$ cat src/rtl/fifo_rd_packer.sv
// Read-side FIFO consumer: packs RATIO consecutive DATA_SIZE entries little-endian
// into one wide word on a valid/ready stream, with flush support for partial words.
module fifo_rd_packer #(
  parameter int DATA_SIZE = 8,
  parameter int RATIO     = 4,
  parameter int CNT_W     = 16
) (
  input  logic                          r_clk,
  input  logic                          r_rst_n,
  input  logic                          empty,
  output logic                          r_en,
  input  logic [DATA_SIZE-1:0]          r_data,
  input  logic                          flush,
  output logic                          out_valid,
  input  logic                          out_ready,
  output logic [DATA_SIZE*RATIO-1:0]    out_data,
  output logic [RATIO-1:0]              out_keep,
  output logic                          out_last,
  output logic [CNT_W-1:0]              word_count
);

  localparam int IW = $clog2(RATIO);
  localparam int FW = IW + 1;
  localparam logic [FW-1:0] FULL = FW'(RATIO);

  logic [FW-1:0]                r_fill;
  logic                         r_inflight;
  logic                         r_flush_pending;
  logic [DATA_SIZE-1:0]         r_lane [RATIO];

  logic                         w_pack_full;
  logic                         w_slot_free;
  logic                         w_xfer;
  logic                         w_flush_go;
  logic                         w_partial;
  logic                         w_load;
  logic [FW-1:0]                w_committed;
  logic [RATIO-1:0]             w_keep;
  logic [DATA_SIZE*RATIO-1:0]   w_word;

  always_comb begin
    w_pack_full = (r_fill == FULL);
    w_slot_free = !out_valid || out_ready;
    w_xfer      = w_pack_full && w_slot_free;
    w_committed = r_fill + FW'(r_inflight);
    // Flush resolves only once the in-flight entry has landed in its lane.
    w_flush_go  = r_flush_pending && !r_inflight && w_slot_free;
    w_partial   = w_flush_go && !w_pack_full && (r_fill != '0);
    w_load      = w_xfer || w_partial;
    r_en        = r_rst_n && !empty && !r_flush_pending &&
                  ((w_committed < FULL) || w_xfer);
    w_keep      = '0;
    w_word      = '0;
    for (int unsigned i = 0; i < RATIO; i++) begin
      w_keep[i] = w_pack_full || (FW'(i) < r_fill);
      w_word[i*DATA_SIZE +: DATA_SIZE] = w_keep[i] ? r_lane[i] : '0;
    end
  end

  always_ff @(posedge r_clk) begin
    if (!r_rst_n) begin
      r_fill          <= '0;
      r_inflight      <= 1'b0;
      r_flush_pending <= 1'b0;
      out_valid       <= 1'b0;
      out_data        <= '0;
      out_keep        <= '0;
      out_last        <= 1'b0;
      word_count      <= '0;
      for (int unsigned i = 0; i < RATIO; i++) begin
        r_lane[i] <= '0;
      end
    end else begin
      r_inflight <= r_en;

      // An entry is never in flight while the pack is full, so the lane index fits.
      if (r_inflight) begin
        r_lane[r_fill[IW-1:0]] <= r_data;
      end

      if (w_load) begin
        r_fill <= '0;
      end else if (r_inflight) begin
        r_fill <= r_fill + FW'(1);
      end

      if (w_flush_go) begin
        r_flush_pending <= 1'b0;
      end else if (flush) begin
        r_flush_pending <= 1'b1;
      end

      if (w_load) begin
        out_valid <= 1'b1;
        out_data  <= w_word;
        out_keep  <= w_keep;
        out_last  <= r_flush_pending;
      end else if (out_ready) begin
        out_valid <= 1'b0;
      end

      if (out_valid && out_ready) begin
        word_count <= word_count + CNT_W'(1);
      end
    end
  end

endmodule

$ cat config.mk
export PLATFORM = sky130hd
export DESIGN_NAME = fifo_rd_packer
export DESIGN_NICKNAME = d
export VERILOG_FILES = /design/src/rtl/fifo_rd_packer.sv
export SDC_FILE = /design/constraint.sdc
export NUM_CORES = 1
export LEC_CHECK = 0
export BUFFER_PORTS_ARGS = -buffer_cell sky130_fd_sc_hd__buf_2
export CORE_UTILIZATION = 59
export DETAILED_ROUTE_END_ITERATION = 10
export GPL_TIMING_DRIVEN = 1
export PLACE_DENSITY_LB_ADDON = 0.3
export SETUP_SLACK_MARGIN = 0.4
export SKIP_CTS_REPAIR_TIMING = 1
export SYNTH_ARGS = -nofsm -noshare
export SYNTH_HDL_FRONTEND = slang
export SYNTH_SLANG_ARGS = --single-unit
$ cat constraint.sdc
create_clock -name r_clk -period 3.6 [get_ports r_clk]
set_clock_uncertainty 0.15 [all_clocks]
set_input_delay 0.36 -clock r_clk [delete_from_list [all_inputs] [get_ports r_clk]]
set_output_delay 0.36 -clock r_clk [all_outputs]
set_load 0.03 [all_outputs]
==> results.md <==
| Result | Reported |
|:---|:---|
| Result of the run | complete, no violations |
| Register-to-Register Path Depth | 7 |
| Element type at the critical path start | flip-flop |
| Crit end category | flip-flop |
| Register bit count reported by yosys | 91 |
| Max Clock Freq | 386 MHz |
| Share of the synthesized area in the top cell type | 33.2% |
| Finished Cell Area | 4110 µm² |
| Clock-pin slew on the worst setup and hold paths | 90 ps |
| Clock Sinks | 91 |
| Maximum number of buffers from clock root to sink | 2 |
| Worst slack at placement | 1050 ps |
| Final setup violation count | 0 |
| Placed cell area | 3920 µm² |
| First drt pass iteration count | 4 |
| Number of global-route vias before repair | 2,376 |
| Layout Area Growth over Synthesis | 15.2% |
| Endpoints failing hold | 0 |
| Final count of pins violating max slew | 0 |
| Top FF cell, synth | dfxtp_1 |
| Hold Path Depth | 3 |
| Estimated wirelength of the detail-placed design | 4830 µm |
| Global-route usage over all layers | 24.3% |
| Yosys synthesis warning count | 0 |
| Antenna violations before repair | 0 |
| Remaining routing DRC violations | 0 |
| Total clock buffers created by CTS | 9 |
| CTS tree | built |
| Number of inserted filler cells in the final layout | 424 |
| Final routed wire length divided by cell count | 14.5 µm |
| Final nets | 430 |
| Ports placed on the boundary | 68 |
| Most used cells in the layout excluding fill and tap cells | buf_2, dfxtp_1, nand2_1 |
| Critical path required time | 3710 ps |
| Number of library cell types mapped by synthesis | 36 |
| Port Buffer Count | 67 |
| Fraction of layout instances using a drive strength above 1 | 20.3% |
| Number of maximum-capacitance constraint violations | 0 |
| Number of DRC violations after detailed-routing iteration 0 | 204 |
| Worst setup slack for register-to-register paths | 1010 ps |
| Insertion delay to the later sink of the worst-skew pair | 340 ps |
| Effective utilization at floorplan | 62.8% |
| Number of standard-cell rows in the floorplan | 27 |
| Buffer cell driving the clock tree root | clkbuf_8 |
| Slew at the pin closest to its max-slew limit | 874 ps |
| Net Count, Synth | 369 |
| Unrepaired setup endpoints after global routing | false |
| Via count | 2,699 |
| Synthesized instance count | 353 |
| Residual overflow from global routing | 0 |
| Sequential-to-total area share from yosys stat | 60.1% |
| Post-Synthesis Cell Area | 3560 µm² |
| Die Width | 79.7 µm |
| Clock H-tree levels | 3 |
| Final Hold Slack | 181 ps |
| Count of nets left with antenna violations after detail routing | 0 |
| Most common cell after layout, fill and taps aside | buf_2 |
| Top area cells in the synthesized netlist | dfxtp_1, edfxtp_1, a21oi_1 |
| Total Neg Setup Slack | 0 ps |
| Final period demand of the worst path | 2590 ps |
| Ratio of total power to cell area | 450 nW/µm² |
| Period utilization | 72.0% |
| Total die area | 6350 µm² |
| Largest net degree at the start of global routing | 39 |
| Final RePlAce weighted congestion | 0.794 |
| Share of synthesized flip-flops with an asynchronous set or reset | 0% |
| Critical path fanouts, max | 23 |
| Arrival time reported for the critical path endpoint | 2700 ps |
| Class of the worst hold path | input pin to flip-flop |
| Antenna diode instance count | 0 |
| Leakage | 1.67 nW |
| Library cell with the largest summed area after synthesis | dfxtp_1 |
| Total Wirelength | 7140 µm |
| Via count normalized by instance count | 5.50 |
| Worst-case headroom to the max-slew limit | 41.3% |
| Wire length of the first global-routing pass | 11,300 µm |
| Post-synth EDFFs | 32 |
| Worst-case vdd ir drop | 0.000361 V |
| Setup slack after layout | 1010 ps |
| Placeable Area | 5680 µm² |
| Avg Inst Size Synth | 10.1 µm² |
| Start-to-end type of the worst setup path | flip-flop to flip-flop |
| Chip height | 79.7 µm |
-- cell usage after synthesis (7+ instances only) --
cell	n
clkbuf_1	11
xor2_1	10
a21oi_1	41
dfxtp_1	59
nand3_1	24
nand3b_1	8
nand2_1	54
and2_1	26
and3_1	9
buf_2	7
edfxtp_1	32
nor2_1	18
-- metrics by stage --
step                utilization (%)  power [W]  std cells
floorplan                         -    0.00118        353
global placement               69.0    0.00121        475
detailed placement             69.0    0.00121        475
CTS                            72.3    0.00186        491
global route                   72.3    0.00191        491
finish                         72.3    0.00185        491
-- area by class of cell --
class	instances	area, µm²	share of cell area (%)
clock buffers	12	145	3.54
well taps	72	90.1	2.19
flip-flops and latches	91	2140	52.2
repair buffers	70	358	8.72
multi-input cells	236	1310	31.8
clock inverters	4	41.3	1.01
inverters	6	22.5	0.549
-- cell families (layout without fill, tap and decap cells) --
| family | count (synthesis) | in the layout | synth area share [%] |
|---|---|---|---|
| flops | 91 | 91 | 60.1 |
| simple gates | 164 | 164 | 23.6 |
| compound gates | 56 | 56 | 8.78 |
| fa+ha+maj | 3 | 3 | 1.05 |
| mux | 2 | 2 | 0.562 |
| xor+xnor | 11 | 11 | 2.70 |
| buf+inv | 26 | 92 | 3.20 |
-- flip-flops by register name, summed over array words and instances, names as in the netlist --
name,cells
r_flush_pending,1
out_data,32
out_last,1
r_lane,32
out_keep,4
r_fill,3
out_valid,1
r_inflight,1
word_count,16
-- worst paths after layout --
check	to	startpoint
worst max-delay path	out_keep[0]	r_fill[0]
worst min register to register	out_data[20]	out_data[20]
worst max register to register	out_keep[0]	r_fill[0]
worst min-delay path	r_flush_pending	flush
-- layer usage --
metal  share of wire [%]  wire (µm)  global-route usage, %  up-vias
met2                  47       3370                   37.4       94
li1                    -          -                      -     1344
met5                   0          0                      0        -
met1                  44       3140                   31.9     1245
met3                 6.4        459                   4.69       16
met4                 2.4        174                   13.8        0
-- where the power goes --
group | internal [W] | leakage, nW | switching [W]
Clock | 0.000334 | 0.0931 | 0.000326
Sequential | 0.00109 | 0.807 | 0.0000139
Combinational | 0.0000233 | 0.774 | 0.0000633
Total | 0.00144 | 1.67 | 0.000403
-- critical path, cell delays in order (launching register included) --
cell      delay [ps]
dfxtp_1          490
inv_1            120
ha_1             250
nor3b_1          320
o21a_1           530
buf_4            360
nor2_1            70
a211oi_1         220
No activity file was read; power rests on OpenSTA's default activity.
